## src/rtl/wb_arb_pkg.sv

```systemverilog
// rtl/wb_arb_pkg.sv - shared types and defaults for the Wishbone round-robin arbiter
package wb_arb_pkg;

    typedef enum logic {
        IDLE = 1'b0,
        OWN  = 1'b1
    } arb_state_t;

    localparam int DEF_NUM_M   = 2;
    localparam int DEF_AW      = 32;
    localparam int DEF_DW      = 32;
    localparam int DEF_TIMEOUT = 16;

    // Index width for n items; never below one bit so a 2-entry index still has storage.
    function automatic int idx_w(input int n);
        return (n <= 2) ? 1 : $clog2(n);
    endfunction

endpackage

```

## src/rtl/wb_rr_arbiter_if.sv

```systemverilog
// rtl/wb_rr_arbiter_if.sv - master-side and slave-side Wishbone bundle around the arbiter
interface wb_rr_arbiter_if
    import wb_arb_pkg::*;
#(
    parameter int NUM_M = DEF_NUM_M,
    parameter int AW    = DEF_AW,
    parameter int DW    = DEF_DW
);
    logic [NUM_M-1:0]    m_cyc_i;
    logic [NUM_M-1:0]    m_stb_i;
    logic [NUM_M-1:0]    m_we_i;
    logic [NUM_M*AW-1:0] m_adr_i;
    logic [NUM_M*DW-1:0] m_dat_i;
    logic [DW-1:0]       m_dat_o;
    logic [NUM_M-1:0]    m_ack_o;
    logic [NUM_M-1:0]    m_err_o;
    logic [NUM_M-1:0]    gnt_o;
    logic                s_cyc_o;
    logic                s_stb_o;
    logic                s_we_o;
    logic [AW-1:0]       s_adr_o;
    logic [DW-1:0]       s_dat_o;
    logic [DW-1:0]       s_dat_i;
    logic                s_ack_i;

    // The arbiter is the slave of the masters and drives the shared memory slave.
    modport slave (
        input  m_cyc_i, m_stb_i, m_we_i, m_adr_i, m_dat_i, s_dat_i, s_ack_i,
        output m_dat_o, m_ack_o, m_err_o, gnt_o,
        output s_cyc_o, s_stb_o, s_we_o, s_adr_o, s_dat_o
    );

    // Masters plus the memory model, seen from outside the arbiter.
    modport master (
        output m_cyc_i, m_stb_i, m_we_i, m_adr_i, m_dat_i, s_dat_i, s_ack_i,
        input  m_dat_o, m_ack_o, m_err_o, gnt_o,
        input  s_cyc_o, s_stb_o, s_we_o, s_adr_o, s_dat_o
    );

endinterface

```

## src/rtl/wb_rr_pick.sv

```systemverilog
// rtl/wb_rr_pick.sv - combinational round-robin selector searching from last+1 upward
module wb_rr_pick
    import wb_arb_pkg::*;
#(
    parameter  int NUM_M = DEF_NUM_M,
    localparam int IW    = idx_w(NUM_M)
) (
    input  logic [NUM_M-1:0] req,
    input  logic [IW-1:0]    last,
    output logic [NUM_M-1:0] gnt_next,
    output logic [IW-1:0]    index,
    output logic             valid
);

    logic [IW-1:0] k;

    // The previous owner is visited last, so it only wins when nobody else asks.
    always_comb begin
        gnt_next = '0;
        index    = '0;
        valid    = 1'b0;
        k        = '0;
        for (int i = 1; i <= NUM_M; i++) begin
            k = IW'((int'(last) + i) % NUM_M);
            if (!valid && req[k]) begin
                valid       = 1'b1;
                gnt_next[k] = 1'b1;
                index       = k;
            end
        end
    end

endmodule

```

## src/rtl/wb_rr_arbiter.sv

```systemverilog
// rtl/wb_rr_arbiter.sv - round-robin Wishbone arbiter with per-tenure grant and ack watchdog
module wb_rr_arbiter
    import wb_arb_pkg::*;
#(
    parameter int NUM_M   = DEF_NUM_M,
    parameter int AW      = DEF_AW,
    parameter int DW      = DEF_DW,
    parameter int TIMEOUT = DEF_TIMEOUT
) (
    input  logic            clk_i,
    input  logic            rst_i,
    wb_rr_arbiter_if.slave  bus
);

    localparam int            IW       = idx_w(NUM_M);
    localparam int            WW       = idx_w(TIMEOUT);
    localparam logic [WW-1:0] WDOG_MAX = WW'(TIMEOUT - 1);
    localparam logic [IW-1:0] LAST_RST = IW'(NUM_M - 1);

    arb_state_t       state_q, state_d;
    logic [NUM_M-1:0] gnt_q, gnt_d;
    logic [NUM_M-1:0] err_q, err_d;
    logic [IW-1:0]    gidx_q, gidx_d;
    logic [IW-1:0]    last_q, last_d;
    logic [WW-1:0]    wdog_q, wdog_d;
    logic             errp_q, errp_d;

    logic [NUM_M-1:0] pick_gnt;
    logic [IW-1:0]    pick_idx;
    logic             pick_valid;

    logic             own;
    logic             stb_out;
    logic             ack_fwd;

    wb_rr_pick #(.NUM_M(NUM_M)) u_pick (
        .req      (bus.m_cyc_i),
        .last     (last_q),
        .gnt_next (pick_gnt),
        .index    (pick_idx),
        .valid    (pick_valid)
    );

    always_comb begin
        own     = (state_q == OWN);
        stb_out = own & bus.m_stb_i[gidx_q] & ~errp_q;
        ack_fwd = stb_out & bus.s_ack_i;
    end

    // Slave side is gated by OWN so everything reads zero while idle or in reset.
    assign bus.s_cyc_o = own & bus.m_cyc_i[gidx_q];
    assign bus.s_stb_o = stb_out;
    assign bus.s_we_o  = own & bus.m_we_i[gidx_q];
    assign bus.s_adr_o = own ? bus.m_adr_i[int'(gidx_q)*AW +: AW] : '0;
    assign bus.s_dat_o = own ? bus.m_dat_i[int'(gidx_q)*DW +: DW] : '0;
    assign bus.m_dat_o = bus.s_dat_i;
    assign bus.m_ack_o = gnt_q & {NUM_M{ack_fwd}};
    assign bus.m_err_o = err_q;
    assign bus.gnt_o   = gnt_q;

    always_comb begin
        state_d = state_q;
        gnt_d   = gnt_q;
        gidx_d  = gidx_q;
        last_d  = last_q;
        wdog_d  = wdog_q;
        errp_d  = errp_q;
        err_d   = '0;
        case (state_q)
            IDLE: begin
                wdog_d = '0;
                errp_d = 1'b0;
                if (pick_valid) begin
                    state_d = OWN;
                    gnt_d   = pick_gnt;
                    gidx_d  = pick_idx;
                end
            end
            OWN: begin
                if (!bus.m_cyc_i[gidx_q]) begin
                    state_d = IDLE;
                    gnt_d   = '0;
                    last_d  = gidx_q;
                    wdog_d  = '0;
                    errp_d  = 1'b0;
                end else begin
                    if (errp_q && !bus.m_stb_i[gidx_q])
                        errp_d = 1'b0;
                    // Counter restarts on the timeout itself, so it can never wrap.
                    if (!stb_out || bus.s_ack_i) begin
                        wdog_d = '0;
                    end else if (wdog_q == WDOG_MAX) begin
                        wdog_d = '0;
                        errp_d = 1'b1;
                        err_d  = gnt_q;
                    end else begin
                        wdog_d = wdog_q + 1'b1;
                    end
                end
            end
            default: state_d = IDLE;
        endcase
    end

    always_ff @(posedge clk_i or posedge rst_i) begin
        if (rst_i) begin
            state_q <= IDLE;
            gnt_q   <= '0;
            err_q   <= '0;
            gidx_q  <= '0;
            last_q  <= LAST_RST;
            wdog_q  <= '0;
            errp_q  <= 1'b0;
        end else begin
            state_q <= state_d;
            gnt_q   <= gnt_d;
            err_q   <= err_d;
            gidx_q  <= gidx_d;
            last_q  <= last_d;
            wdog_q  <= wdog_d;
            errp_q  <= errp_d;
        end
    end

endmodule

```

## src/flat_wrapper.sv

```systemverilog
// flat-port wrapper written by rule: the top's interface ports become plain ports
module wb_rr_arbiter_flat import wb_arb_pkg::*;
#(
    parameter int NUM_M   = DEF_NUM_M,
    parameter int AW      = DEF_AW,
    parameter int DW      = DEF_DW,
    parameter int TIMEOUT = DEF_TIMEOUT
)
  (clk_i, rst_i, bus_m_cyc_i, bus_m_stb_i, bus_m_we_i, bus_m_adr_i, bus_m_dat_i, bus_s_dat_i, bus_s_ack_i, bus_m_dat_o, bus_m_ack_o, bus_m_err_o, bus_gnt_o, bus_s_cyc_o, bus_s_stb_o, bus_s_we_o, bus_s_adr_o, bus_s_dat_o);
  wb_rr_arbiter_if #(.NUM_M(NUM_M), .AW(AW), .DW(DW)) bus_i ();
  input  logic clk_i;
  input  logic rst_i;
  input wire logic [$bits(bus_i.m_cyc_i)-1:0] bus_m_cyc_i;
  input wire logic [$bits(bus_i.m_stb_i)-1:0] bus_m_stb_i;
  input wire logic [$bits(bus_i.m_we_i)-1:0] bus_m_we_i;
  input wire logic [$bits(bus_i.m_adr_i)-1:0] bus_m_adr_i;
  input wire logic [$bits(bus_i.m_dat_i)-1:0] bus_m_dat_i;
  input wire logic [$bits(bus_i.s_dat_i)-1:0] bus_s_dat_i;
  input wire logic [$bits(bus_i.s_ack_i)-1:0] bus_s_ack_i;
  output wire logic [$bits(bus_i.m_dat_o)-1:0] bus_m_dat_o;
  output wire logic [$bits(bus_i.m_ack_o)-1:0] bus_m_ack_o;
  output wire logic [$bits(bus_i.m_err_o)-1:0] bus_m_err_o;
  output wire logic [$bits(bus_i.gnt_o)-1:0] bus_gnt_o;
  output wire logic [$bits(bus_i.s_cyc_o)-1:0] bus_s_cyc_o;
  output wire logic [$bits(bus_i.s_stb_o)-1:0] bus_s_stb_o;
  output wire logic [$bits(bus_i.s_we_o)-1:0] bus_s_we_o;
  output wire logic [$bits(bus_i.s_adr_o)-1:0] bus_s_adr_o;
  output wire logic [$bits(bus_i.s_dat_o)-1:0] bus_s_dat_o;
  assign bus_i.m_cyc_i = bus_m_cyc_i;
  assign bus_i.m_stb_i = bus_m_stb_i;
  assign bus_i.m_we_i = bus_m_we_i;
  assign bus_i.m_adr_i = bus_m_adr_i;
  assign bus_i.m_dat_i = bus_m_dat_i;
  assign bus_i.s_dat_i = bus_s_dat_i;
  assign bus_i.s_ack_i = bus_s_ack_i;
  assign bus_m_dat_o = bus_i.m_dat_o;
  assign bus_m_ack_o = bus_i.m_ack_o;
  assign bus_m_err_o = bus_i.m_err_o;
  assign bus_gnt_o = bus_i.gnt_o;
  assign bus_s_cyc_o = bus_i.s_cyc_o;
  assign bus_s_stb_o = bus_i.s_stb_o;
  assign bus_s_we_o = bus_i.s_we_o;
  assign bus_s_adr_o = bus_i.s_adr_o;
  assign bus_s_dat_o = bus_i.s_dat_o;
  wb_rr_arbiter #(.NUM_M(NUM_M), .AW(AW), .DW(DW), .TIMEOUT(TIMEOUT)) u_core (.clk_i(clk_i), .rst_i(rst_i), .bus(bus_i));
endmodule
```

## config.mk

```make
export PLATFORM = sky130hd
export DESIGN_NAME = wb_rr_arbiter_flat
export DESIGN_NICKNAME = d
export VERILOG_FILES = /design/src/rtl/wb_arb_pkg.sv /design/src/rtl/wb_rr_arbiter_if.sv /design/src/rtl/wb_rr_pick.sv /design/src/rtl/wb_rr_arbiter.sv /design/src/flat_wrapper.sv
export SDC_FILE = /design/constraint.sdc
export NUM_CORES = 1
export LEC_CHECK = 0
export CORE_AREA = 2 2 107 109
export CTS_BUF_LIST = sky130_fd_sc_hd__clkbuf_16
export CTS_CLUSTER_SIZE = 28
export DETAILED_ROUTE_END_ITERATION = 12
export DIE_AREA = 0 0 109 111
export GPL_ROUTABILITY_DRIVEN = 0
export PLACE_DENSITY = 0.59
export SYNTH_ARGS = -nofsm -noshare
export SYNTH_HDL_FRONTEND = slang
export SYNTH_SLANG_ARGS = --single-unit
export TNS_END_PERCENT = 100
```

## constraint.sdc

```tcl
create_clock -name clk_i -period 2.34 [get_ports clk_i]
set_input_delay 0.351 -clock clk_i [delete_from_list [all_inputs] [get_ports clk_i]]
set_output_delay 0.351 -clock clk_i [all_outputs]
set_load 0.005 [all_outputs]
```

==> results of run 1 <==
worst max-delay path by stage:
stage	start	endpoint	slack (ns)	cells after the start
2_1_floorplan	u_core.gidx_q	bus_s_adr_o[10]	0.79	5
3_3_place_gp	bus_m_stb_i[1]	bus_m_ack_o[0]	0.16	5
3_5_place_dp	bus_m_stb_i[1]	bus_m_ack_o[0]	0.19	5
4_1_cts	u_core.own	bus_s_dat_o[5]	0.07	4
5_1_grt	u_core.gidx_q	bus_s_adr_o[21]	0.05	4
6_report	u_core.gidx_q	bus_s_adr_o[21]	0.14	4
worst max-delay path: stages (launching register included):
cell	delay [ns]
dfrtp_4	0.49
buf_12	0.26
mux2i_1	0.28
nor2_1	0.06
clkdlybuf4s50_1	0.50
area by class of cell:
type | instances | share of cell area
clock buffers | 3 | 0.01922
clock inverters | 1 | 0.0009612
inverters | 7 | 0.007369
multi-input cells | 168 | 0.2896
flip-flops and latches | 12 | 0.07818
well taps | 143 | 0.04582
repair buffers | 216 | 0.5588
cell families after synthesis:
group           share of synthesized area
buf+inv                            0.1914
simple gates                       0.2027
fa+ha+maj                        0.007061
xor+xnor                         0.004944
flops                              0.1702
mux                                0.3785
compound gates                    0.04520
metrics by stage:
stage | hold WS, ns | instances
CTS | 0.4506 | 550
detailed placement | 0.5109 | 546
global route | 0.4861 | 550
finish | 0.4297 | 550
global placement | 0.4973 | 546
floorplan | 0.2150 | 235
sequential cells by signal (all words and copies together), names as in the netlist:
register            flops
u_core.wdog_q           4
u_core.bus.gnt_o        2
u_core.bus.m_err_o      2
u_core.errp_q           1
u_core.gidx_q           1
u_core.last_q           1
u_core.own              1
power groups by stage:
stage	combinational (mW)	sequential, mW	clock (mW)
2_1_floorplan	0.935	0.276	0
3_3_place_gp	1.90	0.314	0
3_5_place_dp	1.90	0.314	0
4_1_cts	1.92	0.312	0.315
5_1_grt	2.04	0.322	0.326
6_report	1.88	0.314	0.307
layer usage:
layer  up-vias  track usage  routed length [um]
met4         0      0.02308                 119
li1       1100            -                   -
met1       994       0.1091                2543
met2       148       0.2145                3507
met5         -            0                   0
met3        16      0.03821                 952
placed cells by master (no fill, tap or decap), types with 2 or more instances in the layout:
| master | count |
|---|---|
| o21ai_0 | 3 |
| a211o_1 | 2 |
| a21oi_1 | 6 |
| clkdlybuf4s50_1 | 209 |
| mux2i_1 | 67 |
| buf_12 | 3 |
| and3_1 | 4 |
| nand2_1 | 2 |
| buf_4 | 4 |
| nand2b_1 | 2 |
| nor2_1 | 73 |
| inv_1 | 6 |
| dfrtp_1 | 10 |
| clkbuf_16 | 3 |
==> metrics.md, run 1 <==
| Metric | Value |
|---|---|
| Via Count | `2,258` |
| Pre-CTS setup slack | `0.1916 ns` |
| Seq/Total Area, Yosys | `0.1702` |
| Number of routed nets with antenna violations | `0` |
| Share of post-route cells with drive strength above 1 | `0.03440` |
| Status | `finished, final reports clean` |
| H-tree Lvls | `1` |
| Switching power | `861.4 uW` |
| Top cell type's share of synthesized area | `0.3785` |
| Pre-antenna DRT Iters | `4` |
| Crit end category | `output pin` |
| Filler Cells Inserted | `1,170` |
| Yosys reg bits | `12` |
| Tot Pwr | `2.497 mW` |
| Synth async-reset ratio | `1.000` |
| Fin worst setup slack | `0.1371 ns` |
| Cts repair resizes | `0` |
| Num ports | `274` |
| Footprint of the multi-input gates | `0.001131 sq mm` |
| Cell area after layout | `0.003905 sq mm` |
| Final Max Slew Viols | `0` |
| FF-to-FF Start | `u_core.gidx_q` |
| Comb pwr share | `0.751` |
| Gr ovfl total | `0` |
| Switching share of power | `0.3450` |
| Req. time, crit path | `1.99 ns` |
| Area grow syn2layout | `120.4%` |
| Final setup violating endpoints | `0` |
| Worst slew margin | `0.6989` |
| Critical Path AT | `1.85 ns` |
| Number of diodes | `0` |
| Peak VDD IR | `0.0004107 V` |
| Clock sink count | `12` |
| DIE AREA | `0.01210 sq mm` |
| Avg Cell Area, Syn | `7.539 sq um` |
| Reg area | `305.3 sq um` |
| CTS tree | `built` |
| Hold Buf Count CTS | `0` |
| Syn. warnings | `0` |
| Post-DP HPWL | `5959 um` |
| Die H | `111 um` |
| Clk pwr share | `0.123` |
| Setup TNS | `0 ns` |
| P_int | `1.635 mW` |
| Clk buf depth | `2` |
| CP Launch Type | `flop` |
| RSZ-0062 raised after global routing | `no` |
| Initial antenna violation count | `0` |
| R2R depth | `3` |
| Clock Tree Root | `clkbuf_16` |
| Post-CTS Setup Bufs | `0` |
| Largest area contributor in the netlist | `mux2i_1` |
| Post-DP Area | `0.003824 sq mm` |
| Worst reg-to-reg setup slack | `0.68 ns` |
| Routed vias/inst | `4.105` |
| Total GRT Usage | `0.1102` |
| Seq pwr share | `0.126` |
| Synth top cells by count | `nor2_1, mux2i_1, buf_4` |
| Reg2reg end | `u_core.wdog_q[0]` |
| DRT iter0 DRCs | `59` |
| Tightest Pin Transition | `0.4511 ns` |
| Period Utilization, post-route | `0.9414` |
| Fin Clk Skew | `0.002336 ns` |
| Syn Inst Count | `235` |
| Max-cap viol count | `0` |
| CP max FO | `35` |
| Drt total wl | `7122 um` |
| CP Class | `reg -> out` |
| Routed len/inst | `12.95 um` |
| Clock-pin transition on the worst setup and hold timing paths | `0.04 ns` |
| Tmin final | `2.203 ns` |
| Ys flop type | `dfrtp_1` |
| Hold Vio Cnt, Final | `0` |
| Clk Latency, worst-skew pair | `0.24 ns` |
| # DRC | `0` |
| Pin count of the biggest net entering global routing | `36` |
| Static Leak | `1.679 nW` |
| CTS Buf Count | `3` |
| Initial Util | `0.1599` |
| Most area-consuming cells after synthesis | `mux2i_1, dfrtp_1, nor2_1` |
| Vias in the first global route | `2,255` |
| Synthesized area | `0.001772 sq mm` |
| Final nets | `578` |
| First-pass GRT wire length | `10,660 um` |
| Die Wd | `109 um` |
| Row Count | `39` |
| Power per Cell Area | `639.4 mW/mm^2` |
| Port Buffers | `209` |
| Hold Path Class | `in -> async` |
| Core box area | `0.01108 sq mm` |
| Count leader, synth | `nor2_1` |
| EDFF count, synth | `0` |
| Syn Nets | `405` |
| Synth cell types | `24` |
| Utilization after layout | `0.3525` |
| Max Fclk | `454.0 MHz` |
Power figures use the tool's default switching activity.
==> run 2: changes to the inputs <==
--- a/config.mk
+++ b/config.mk
@@ -7,11 +7,12 @@
 export LEC_CHECK = 0
 export CORE_AREA = 2 2 107 109
 export CTS_BUF_LIST = sky130_fd_sc_hd__clkbuf_16
-export CTS_CLUSTER_SIZE = 28
+export CTS_CLUSTER_SIZE = 40
 export DETAILED_ROUTE_END_ITERATION = 12
 export DIE_AREA = 0 0 109 111
 export GPL_ROUTABILITY_DRIVEN = 0
 export PLACE_DENSITY = 0.59
+export SLEW_MARGIN = 0
 export SYNTH_ARGS = -nofsm -noshare
 export SYNTH_HDL_FRONTEND = slang
 export SYNTH_SLANG_ARGS = --single-unit
==> results of run 2 <==
Final layout, timing and power as in run 1 (identical DEF).
